===== src/rtl/game_timer_display_if.sv =====
// Control and display bundle of the MM:SS countdown timer. The divider levels and
// the start/pause requests go in; segment, digit, separator and status drive come out.
interface game_timer_display_if;
    logic       segClock;
    logic       oneHzClock;
    logic       start;
    logic       pause;
    logic [6:0] seg;
    logic [3:0] an;
    logic       dp;
    logic       running;
    logic       time_up;

    modport master (
        output segClock, oneHzClock, start, pause,
        input  seg, an, dp, running, time_up
    );

    modport slave (
        input  segClock, oneHzClock, start, pause,
        output seg, an, dp, running, time_up
    );
endinterface


===== src/rtl/game_timer_display.sv =====
// MM:SS countdown timer held as four BCD digits, driving a 4-digit multiplexed
// active-low 7-segment display. All outputs are registered, one clk behind state.
//
//   state   | meaning
//   --------+--------------------------------------------------------------
//   S_IDLE  | time loaded with START value, waiting for start
//   S_RUN   | counting down one second per 1 Hz tick
//   S_PAUSE | time frozen, colon blinks, pause resumes, start reloads
//   S_DONE  | time is 00:00, all digits blink, start reloads and reruns
module game_timer_display #(
    parameter int START_MIN = 3,
    parameter int START_SEC = 0
) (
    input  logic                  clk,
    input  logic                  rst,
    game_timer_display_if.slave   tmr
);

    localparam logic [3:0] LD_MT   = 4'(START_MIN / 10);
    localparam logic [3:0] LD_MO   = 4'(START_MIN % 10);
    localparam logic [3:0] LD_ST   = 4'(START_SEC / 10);
    localparam logic [3:0] LD_SO   = 4'(START_SEC % 10);
    localparam logic       LD_ZERO = (START_MIN == 0) && (START_SEC == 0);
    localparam logic [6:0] BLANK   = 7'b1111111;

    typedef enum logic [1:0] {
        S_IDLE  = 2'd0,
        S_RUN   = 2'd1,
        S_PAUSE = 2'd2,
        S_DONE  = 2'd3
    } state_t;

    state_t     r_state, w_state_nxt;
    logic [3:0] r_mt, r_mo, r_st, r_so;
    logic [3:0] w_mt_nxt, w_mo_nxt, w_st_nxt, w_so_nxt;
    logic [3:0] w_dec_mt, w_dec_mo, w_dec_st, w_dec_so;
    logic       w_dec_zero;
    logic       r_seg_prev, r_hz_prev;
    logic       w_seg_tick, w_hz_tick;
    logic [1:0] r_idx;
    logic [3:0] w_digit;
    logic [6:0] w_seg;
    logic [3:0] w_an;
    logic       w_dp;

    function automatic logic [6:0] f_decode(input logic [3:0] d);
        logic [6:0] s;
        case (d)
            4'd0:    s = 7'b1000000;
            4'd1:    s = 7'b1111001;
            4'd2:    s = 7'b0100100;
            4'd3:    s = 7'b0110000;
            4'd4:    s = 7'b0011001;
            4'd5:    s = 7'b0010010;
            4'd6:    s = 7'b0000010;
            4'd7:    s = 7'b1111000;
            4'd8:    s = 7'b0000000;
            4'd9:    s = 7'b0010000;
            default: s = BLANK;
        endcase
        return s;
    endfunction

    assign w_seg_tick = tmr.segClock   & ~r_seg_prev;
    assign w_hz_tick  = tmr.oneHzClock & ~r_hz_prev;

    // One-second BCD decrement with borrow; saturates at 00:00.
    always_comb begin
        w_dec_mt = r_mt;
        w_dec_mo = r_mo;
        w_dec_st = r_st;
        w_dec_so = r_so;
        if (r_so != 4'd0) begin
            w_dec_so = r_so - 4'd1;
        end else if (r_st != 4'd0) begin
            w_dec_so = 4'd9;
            w_dec_st = r_st - 4'd1;
        end else if (r_mo != 4'd0) begin
            w_dec_so = 4'd9;
            w_dec_st = 4'd5;
            w_dec_mo = r_mo - 4'd1;
        end else if (r_mt != 4'd0) begin
            w_dec_so = 4'd9;
            w_dec_st = 4'd5;
            w_dec_mo = 4'd9;
            w_dec_mt = r_mt - 4'd1;
        end
    end

    assign w_dec_zero = (w_dec_mt == 4'd0) && (w_dec_mo == 4'd0) &&
                        (w_dec_st == 4'd0) && (w_dec_so == 4'd0);

    always_comb begin
        w_state_nxt = r_state;
        w_mt_nxt    = r_mt;
        w_mo_nxt    = r_mo;
        w_st_nxt    = r_st;
        w_so_nxt    = r_so;
        case (r_state)
            S_IDLE: begin
                if (tmr.start) begin
                    w_state_nxt = LD_ZERO ? S_DONE : S_RUN;
                end
            end
            S_RUN: begin
                if (w_hz_tick) begin
                    w_mt_nxt = w_dec_mt;
                    w_mo_nxt = w_dec_mo;
                    w_st_nxt = w_dec_st;
                    w_so_nxt = w_dec_so;
                    if (w_dec_zero) begin
                        w_state_nxt = S_DONE;
                    end else if (tmr.pause) begin
                        w_state_nxt = S_PAUSE;
                    end
                end else if (tmr.pause) begin
                    w_state_nxt = S_PAUSE;
                end
            end
            S_PAUSE: begin
                if (tmr.start) begin
                    w_mt_nxt    = LD_MT;
                    w_mo_nxt    = LD_MO;
                    w_st_nxt    = LD_ST;
                    w_so_nxt    = LD_SO;
                    w_state_nxt = S_IDLE;
                end else if (tmr.pause) begin
                    w_state_nxt = S_RUN;
                end
            end
            default: begin
                if (tmr.start) begin
                    w_mt_nxt    = LD_MT;
                    w_mo_nxt    = LD_MO;
                    w_st_nxt    = LD_ST;
                    w_so_nxt    = LD_SO;
                    w_state_nxt = LD_ZERO ? S_DONE : S_RUN;
                end
            end
        endcase
    end

    always_ff @(posedge clk) begin
        if (rst) begin
            r_state    <= S_IDLE;
            r_mt       <= LD_MT;
            r_mo       <= LD_MO;
            r_st       <= LD_ST;
            r_so       <= LD_SO;
            r_idx      <= 2'd0;
            r_seg_prev <= 1'b0;
            r_hz_prev  <= 1'b0;
        end else begin
            r_state    <= w_state_nxt;
            r_mt       <= w_mt_nxt;
            r_mo       <= w_mo_nxt;
            r_st       <= w_st_nxt;
            r_so       <= w_so_nxt;
            r_idx      <= r_idx + {1'b0, w_seg_tick};
            r_seg_prev <= tmr.segClock;
            r_hz_prev  <= tmr.oneHzClock;
        end
    end

    // Display path works from registered state so every output lags by one clk.
    always_comb begin
        case (r_idx)
            2'd0:    w_digit = r_so;
            2'd1:    w_digit = r_st;
            2'd2:    w_digit = r_mo;
            default: w_digit = r_mt;
        endcase
        w_seg = f_decode(w_digit);
        if ((r_idx == 2'd3) && (r_mt == 4'd0)) begin
            w_seg = BLANK;
        end
        if ((r_state == S_DONE) && !r_hz_prev) begin
            w_seg = BLANK;
        end
        w_an = ~(4'b0001 << r_idx);
        w_dp = !((r_idx == 2'd2) && ((r_state != S_PAUSE) || r_hz_prev));
    end

    always_ff @(posedge clk) begin
        if (rst) begin
            tmr.seg     <= f_decode(LD_SO);
            tmr.an      <= 4'b1110;
            tmr.dp      <= 1'b1;
            tmr.running <= 1'b0;
            tmr.time_up <= 1'b0;
        end else begin
            tmr.seg     <= w_seg;
            tmr.an      <= w_an;
            tmr.dp      <= w_dp;
            tmr.running <= (r_state == S_RUN);
            tmr.time_up <= (r_state == S_DONE);
        end
    end

endmodule


===== src/flat_wrapper.sv =====
// flat-port wrapper written by rule: the top's interface ports become plain ports
module game_timer_display_flat 
#(
    parameter int START_MIN = 3,
    parameter int START_SEC = 0
)
  (clk, rst, tmr_segClock, tmr_oneHzClock, tmr_start, tmr_pause, tmr_seg, tmr_an, tmr_dp, tmr_running, tmr_time_up);
  game_timer_display_if tmr_i ();
  input  logic clk;
  input  logic rst;
  input wire logic [$bits(tmr_i.segClock)-1:0] tmr_segClock;
  input wire logic [$bits(tmr_i.oneHzClock)-1:0] tmr_oneHzClock;
  input wire logic [$bits(tmr_i.start)-1:0] tmr_start;
  input wire logic [$bits(tmr_i.pause)-1:0] tmr_pause;
  output wire logic [$bits(tmr_i.seg)-1:0] tmr_seg;
  output wire logic [$bits(tmr_i.an)-1:0] tmr_an;
  output wire logic [$bits(tmr_i.dp)-1:0] tmr_dp;
  output wire logic [$bits(tmr_i.running)-1:0] tmr_running;
  output wire logic [$bits(tmr_i.time_up)-1:0] tmr_time_up;
  assign tmr_i.segClock = tmr_segClock;
  assign tmr_i.oneHzClock = tmr_oneHzClock;
  assign tmr_i.start = tmr_start;
  assign tmr_i.pause = tmr_pause;
  assign tmr_seg = tmr_i.seg;
  assign tmr_an = tmr_i.an;
  assign tmr_dp = tmr_i.dp;
  assign tmr_running = tmr_i.running;
  assign tmr_time_up = tmr_i.time_up;
  game_timer_display #(.START_MIN(START_MIN), .START_SEC(START_SEC)) u_core (.clk(clk), .rst(rst), .tmr(tmr_i));
endmodule

===== config.mk =====
export PLATFORM = sky130hd
export DESIGN_NAME = game_timer_display_flat
export DESIGN_NICKNAME = d
export VERILOG_FILES = /design/src/rtl/game_timer_display_if.sv /design/src/rtl/game_timer_display.sv /design/src/flat_wrapper.sv
export SDC_FILE = /design/constraint.sdc
export NUM_CORES = 1
export LEC_CHECK = 0
export BUFFER_PORTS_ARGS = -buffer_cell sky130_fd_sc_hd__clkbuf_2
export CAP_MARGIN = 0
export CORE_MARGIN = 5
export CORE_UTILIZATION = 53
export CTS_CLUSTER_SIZE = 20
export DETAILED_ROUTE_END_ITERATION = 12
export PLACE_DENSITY_LB_ADDON = 0.12
export SKIP_CTS_REPAIR_TIMING = 1
export SYNTH_ARGS = -nofsm -noshare
export SYNTH_HDL_FRONTEND = slang
export SYNTH_SLANG_ARGS = --single-unit

===== constraint.sdc =====
create_clock -name clk -period 2.1 [get_ports clk]
set_clock_uncertainty 0.05 [all_clocks]
set_input_delay 0.42 -clock clk [delete_from_list [all_inputs] [get_ports clk]]
set_output_delay 0.42 -clock clk [all_outputs]
set_load 0.01 [all_outputs]

==> qor.txt, run 1 <==
status - complete, no violations
gp weighted congestion - 0.983
Crit Path Class - flop to flop
HP Class - input pin to flop
FF-to-FF setup slack - 0.06 ns
Final Hold Viols - 0
Yosys warning count - 0
mapped cell area - 2210 um^2
total grt overflow - 0
CP arrival - 2.21 ns
met2 wire length - 2550 um
VDD IR max - 329 uV
fmax - 490 MHz
worst slack after detailed placement - -0.00213 ns
Longest Clk Path Bufs - 2
top cell type's share of synthesized area - 32.6%
PortBufs - 19
Initial DRT Pass Iterations - 4
Layout area overhead - 25.7%
Worst-path clk slew - 0.07 ns
Setup violations, final - 0
HPWL Detailed - 4070 um
Routed WL per cell - 15.4 um
initial antenna violation count - 0
max cap viols - 0
ANT nets after route - 0
chip width - 74.6 um
post-synthesis instance total - 258
Slew headroom - 72.3%
I/O pins - 20
TritonCTS Buffers - 5
Power Dens Cells - 629 nW/um^2
Post-Route WL - 5550 um
post-route clock period utilization - 97.1%
Mean Syn Cell Area - 8.56 um^2
clock sink count - 36
starting density of the core - 54.8%
chip height - 74.6 um
fillcell total - 343
Worst R2R Path Depth - 8
CP Max Fanout - 4
Post-synth EDFFs - 0
post-synthesis sequential area ratio - 32.6%
most common library cells after synthesis - 36 x dfxtp_1, 27 x nor2_1, 18 x a21oi_1
Synth cell types - 61
Clock Latency Late Sink - 0.29 ns
GR Util All Layers - 21.1%
Root Buffer - clkbuf_8
row count - 23
Tmin final - 2.04 ns
FF-to-FF End - u_core.r_state[0]$_SDFFE_PP0P_
core area - 4030 um^2
worst setup margin - 0.0603 ns
Ant. Diodes - 0
Synth area leaders - dfxtp_1 33%, ha_1 8.5%, nor2_1 4.6%
DR vias/cell - 5.72
die area - 5560 um^2
via count - 2064
Pleak - 0.00113 uW
RSZ-0062 raised after global routing - yes
Met1 Wirelength - 2550 um
ys flop type - dfxtp_1
ys async rst share - 0%
Finished Core Util - 68.9%
met3 WL - 335 um
# DRC - 0
placed cells - 347
crit path capture type - flop
Critical Path Source Type - flop
Net Count, Synth - 279
critical register-to-register path startpoint - u_core.r_st[1]$_SDFFE_PP0P_
# nets final - 331
CTS tree - done
layout cells sized above 1 - 31.8%
vias in the first global route - 1915
global-route wire length before repair - 9040 um
Worst Path Required - 2.27 ns
Tightest Pin Transition - 0.414 ns
non-filler cells, final - 361
Hold EP - u_core.r_hz_prev$_SDFF_PP0_
cell taking the most area after synthesis - dfxtp_1
Detailed Route Iter0 Violations - 136
Max Transition Viols Final - 0
largest net degree at the start of global routing - 20
hold wc startpoint - tmr_oneHzClock
post-synthesis register bit count - 36
count leader, synth - dfxtp_1
H-tree depth - 2
top sig layer - met4
Hold Path Depth - 2
[where the power goes]
| group | internal, uW | switching [uW] |
|---|---|---|
| clock | 351 | 261 |
| sequential | 717 | 23.5 |
| combinational | 179 | 215 |
[metal layers]
| layer | global-route usage (%) | vias up |
|---|---|---|
| li1 | - | 1042 |
| met1 | 28.6 | 938 |
| met2 | 32.5 | 71 |
| met3 | 4.86 | 13 |
| met4 | 8.50 | 0 |
| met5 | 0 | - |
[registers in the layout, indices dropped and copies added (netlist names)]
| signal | count |
|---|---|
| u_core.tmr.seg | 7 |
| u_core.r_state | 2 |
| u_core.r_mt | 4 |
| u_core.r_seg_prev | 1 |
| u_core.r_mo | 4 |
| u_core.r_hz_prev | 1 |
| u_core.tmr.an | 4 |
| u_core.r_so | 4 |
| u_core.tmr.running | 1 |
| u_core.tmr.dp | 1 |
| u_core.r_idx | 2 |
| u_core.r_st | 4 |
| u_core.tmr.time_up | 1 |
[per-stage QoR]
step           hold slack, ns  TNS (ns)  area [um^2]  total power [uW]
2_1_floorplan           0.373         0         2210              1000
6_report                0.298         0         2780              1750
5_1_grt                 0.308   -0.0837         2780              1850
4_1_cts                 0.293   -0.0789         2660              1730
3_5_place_dp            0.409  -0.00213         2550              1120
3_3_place_gp            0.400         0         2550              1120
[layout make-up]
class	count	area (um^2)	area share, %
multi-input combinational	194	1440	51.7
sequential	36	728	26.2
timing repair buffer	56	373	13.4
clock buffer	5	68.8	2.48
inverter	17	66.3	2.39
tap	50	62.6	2.25
clock inverter	3	42.5	1.53
[cell usage in the layout, fill, tap and decap left out, types with 4 or more instances in the layout]
master    synthesis  layout
buf_4             0      37
a31oi_1           7       6
dfxtp_1          36      32
clkbuf_8          0       5
a22oi_1           4       4
o21ai_0          14      14
inv_1            17      14
nand3_1           5       5
nand4_1           4       4
nor2_1           27      27
a21oi_1          18      17
clkbuf_2          0      19
nor2b_1           6       6
nand2b_1          8       8
nand2_1          16      16
ha_1             15      13
[how the worst max path moves through the flow]
stage | cells past startpoint | startpoint | end
6_report | 8 | u_core.r_st[1]$_SDFFE_PP0P_ | u_core.r_state[0]$_SDFFE_PP0P_
4_1_cts | 8 | u_core.r_st[1]$_SDFFE_PP0P_ | u_core.r_state[1]$_SDFFE_PP0P_
2_1_floorplan | 7 | u_core.r_idx[0]$_SDFF_PP0_ | u_core.tmr.seg[6]$_SDFF_PP1_
3_3_place_gp | 8 | u_core.r_st[1]$_SDFFE_PP0P_ | u_core.r_state[1]$_SDFFE_PP0P_
3_5_place_dp | 8 | u_core.r_st[1]$_SDFFE_PP0P_ | u_core.r_state[1]$_SDFFE_PP0P_
5_1_grt | 8 | u_core.r_mt[0]$_SDFFE_PP0P_ | u_core.r_state[1]$_SDFFE_PP0P_
[worst max-delay path, stage by stage, from the launching register on]
cell and delay, ns:
dfxtp_4 0.36, inv_4 0.06, ha_4 0.13, or4b_4 0.48, nor2_4 0.17, a21boi_2 0.07, a31oi_2 0.18, nand4_1 0.18
o31ai_2 0.26
[kinds of logic (layout without fill, tap and decap cells)]
| kind of cell | Yosys count | in the layout | synth area share [%] |
|---|---|---|---|
| xor gates and xnor gates | 1 | 1 | 0.397 |
| DFF | 36 | 36 | 32.6 |
| and+or+nand+nor | 100 | 100 | 26.9 |
| adders and majority gates | 15 | 15 | 8.50 |
| buffers and inverters | 28 | 81 | 5.27 |
| AOI/OAI and AO/OA | 72 | 72 | 21.6 |
| muxes | 6 | 6 | 4.70 |
Power figures use the tool's default switching activity.
==> inputs of run 2 (changes only) <==
--- a/config.mk
+++ b/config.mk
@@ -8,7 +8,7 @@
 export BUFFER_PORTS_ARGS = -buffer_cell sky130_fd_sc_hd__clkbuf_2
 export CAP_MARGIN = 0
 export CORE_MARGIN = 5
-export CORE_UTILIZATION = 53
+export CORE_UTILIZATION = 59
 export CTS_CLUSTER_SIZE = 20
 export DETAILED_ROUTE_END_ITERATION = 12
 export PLACE_DENSITY_LB_ADDON = 0.12
==> constraint.sdc (replaced) <==
create_clock -name clk -period 2 [get_ports clk]
set_clock_uncertainty 0.05 [all_clocks]
set_input_delay 0.4 -clock clk [delete_from_list [all_inputs] [get_ports clk]]
set_output_delay 0.4 -clock clk [all_outputs]
set_load 0.01 [all_outputs]
==> run 2 against run 1 <==
The run now ends with setup timing left. Via count rose by 7.9%. Count of clock-buffer cells in the layout unchanged. Cell area up 9.9%. First-iteration DRC count shrank 17%. Sequential share of layout area decreased by 2.3 points. Combinational power increased by 21%. Hold slack got worse by 0.022 ns. Highest routed layer unchanged.
==> qor.txt, run 2 (synthesis results as in run 1) <==
Routed WL per cell - 16.6 um (+7.9%)
Finished Core Util - 84.0% (+15 points)
fmax - 480 MHz (-2.0%)
H-tree depth - 2 (unchanged)
via count - 2228 (+7.9%)
Cell Chain, Critical Path - inv_2, ha_4, or4b_4, nor2_4, a21boi_1, a31oi_1, nand4_1, o31ai_2
initial antenna violation count - 0 (unchanged)
multi-input gate area in the final layout - 1500 um^2 (+4.8%)
Layout area overhead - 38.1%
worst slack after detailed placement - -0.122 ns (-0.120 ns)
Power Dens Cells - 706 nW/um^2 (+12%)
Tightest Pin Transition - 0.391 ns (-0.0230 ns)
crit path capture type - flop
RSZ-0062 raised after global routing - yes
status - finished, violations left
core area - 3630 um^2 (-9.8%)
CP arrival - 2.25 ns (+0.04 ns)
# DRC - 0 (unchanged)
row count - 22 (-4.3%)
Root Buffer - clkbuf_8
total grt overflow - 0 (unchanged)
I/O pins - 20 (unchanged)
HPWL Detailed - 4380 um (+7.5%)
Final Hold Viols - 0 (unchanged)
GR Util All Layers - 22.9% (+1.8 points)
layout cells sized above 1 - 39.4% (+7.6 points)
Final Cell Area - 3050 um^2 (+9.9%)
most frequent cells in the layout - 55 x buf_4, 30 x dfxtp_1, 26 x nor2_1, 19 x clkbuf_2, 18 x a21oi_1
TritonCTS Buffers - 5 (unchanged)
PortBufs - 19 (unchanged)
Pleak - 0.00124 uW (+10%)
Largest register FFs - 7 (unchanged)
global-route wire length before repair - 9230 um (+2.1%)
vias in the first global route - 1939 (+1.3%)
Worst-path clk slew - 0.08 ns (about the same)
most common cell after layout, fill and taps aside - buf_4
Detailed Route Iter0 Violations - 113 (-17%)
Critical Path Source Type - flop
gp weighted congestion - 0.962 (-2.2%)
CP Max Fanout - 3 (-1)
clock sink count - 36 (unchanged)
Setup violations, final - 4 (+4)
HP Class - input pin to flop
Worst Path Required - 2.17 ns (-0.10 ns)
placed cells - 361 (+4.0%)
max cap viols - 0 (unchanged)
Crit Path Class - flop to flop
largest net degree at the start of global routing - 35 (+75%)
violated checks - setup timing
hold slack - 0.276 ns (-0.0218 ns)
post-route clock period utilization - 104% (+7.0 points)
DR vias/cell - 5.89 (+3.1%)
Max Transition Viols Final - 0 (unchanged)
die area - 5070 um^2 (-8.8%)
Initial DRT Pass Iterations - 5 (+1)
non-filler cells, final - 378 (+4.7%)
ANT nets after route - 0 (unchanged)
chip height - 71.2 um (-4.5%)
# nets final - 350 (+5.7%)
worst setup margin - -0.0823 ns (-0.143 ns)
Slew headroom - 73.6% (+1.4 points)
starting density of the core - 60.8% (+6.0 points)
Longest Clk Path Bufs - 2 (unchanged)
Post-Route WL - 6270 um (+13%)
chip width - 71.2 um (-4.5%)
Tmin final - 2.08 ns (+0.0426 ns)
fillcell total - 215 (-37%)
Clock Latency Late Sink - 0.29 ns (about the same)
Critical-path top delay cell - or4b_4
CP peak stage delay - 0.48 ns (about the same)
CTS tree - done
VDD IR max - 557 uV (+69%)
area occupied by registers - 731 um^2 (+0.34%)
Ant. Diodes - 0 (unchanged)
Placed Area - 2720 um^2 (+6.7%)
Largest Register - u_core.tmr.seg
run 2: cell types whose count changed in the layout (fill, tap and decap cells not counted), sizes merged:
cell / before / now
clkinvlp: 1 / 0
bufinv: 1 / 3
buf: 37 / 56
clkinv: 1 / 0
run 2: layout make-up:
class                   count  area share [%]
multi-input cells         194            49.3
repair buffers             75            17.3
clock buffers               5            2.26
flip-flops and latches     36            24.0
clock inverters             3            2.95
inverters                  17            2.26
well taps                  48            1.97
run 2: stage by stage:
stage / TNS [ns] / total power (uW)
2_1_floorplan: 0 / 1060
3_3_place_gp: -0.218 / 1210
3_5_place_dp: -0.231 / 1210
4_1_cts: -0.285 / 2110
5_1_grt: -0.455 / 2240
6_report: -0.232 / 2150
run 2: where the power goes:
part           internal [uW]  switching [uW]
combinational            224             252
clock                    624             275
sequential               754            23.7
total                   1600             551
run 2: worst paths after layout:
path / start / depth (start not counted) / to / slack, ns
worst min register to register: u_core.r_hz_prev$_SDFF_PP0_ / 1 / u_core.tmr.dp$_SDFF_PP1_ / 0.42
worst max-delay path: u_core.r_st[0]$_SDFFE_PP0P_ / 8 / u_core.r_state[0]$_SDFFE_PP0P_ / -0.08
worst min-delay path: tmr_segClock / 2 / u_core.r_seg_prev$_SDFF_PP0_ / 0.28
worst max register to register: u_core.r_st[0]$_SDFFE_PP0P_ / 8 / u_core.r_state[0]$_SDFFE_PP0P_ / -0.08
run 2: critical path, delay by kind of cell, from the launching register on:
family | cells | cell delay (ns)
buffers and inverters | 1 | 0.07
adder cells (fa/ha/maj) | 1 | 0.13
AO/OA/AOI/OAI | 3 | 0.61
flip-flops | 1 | 0.33
AND/OR/NAND/NOR | 3 | 0.82
run 2: layer usage:
layer | routed length, um | vias up | global-route usage [%] | share of wire [%]
met1 | 2620 | 1025 | 28.1 | 42
li1 | - | 1078 | - | -
met5 | 0 | - | 0 | 0
met4 | 165 | 0 | 8.56 | 2.6
met2 | 3070 | 103 | 39.2 | 49
met3 | 413 | 22 | 4.97 | 6.6
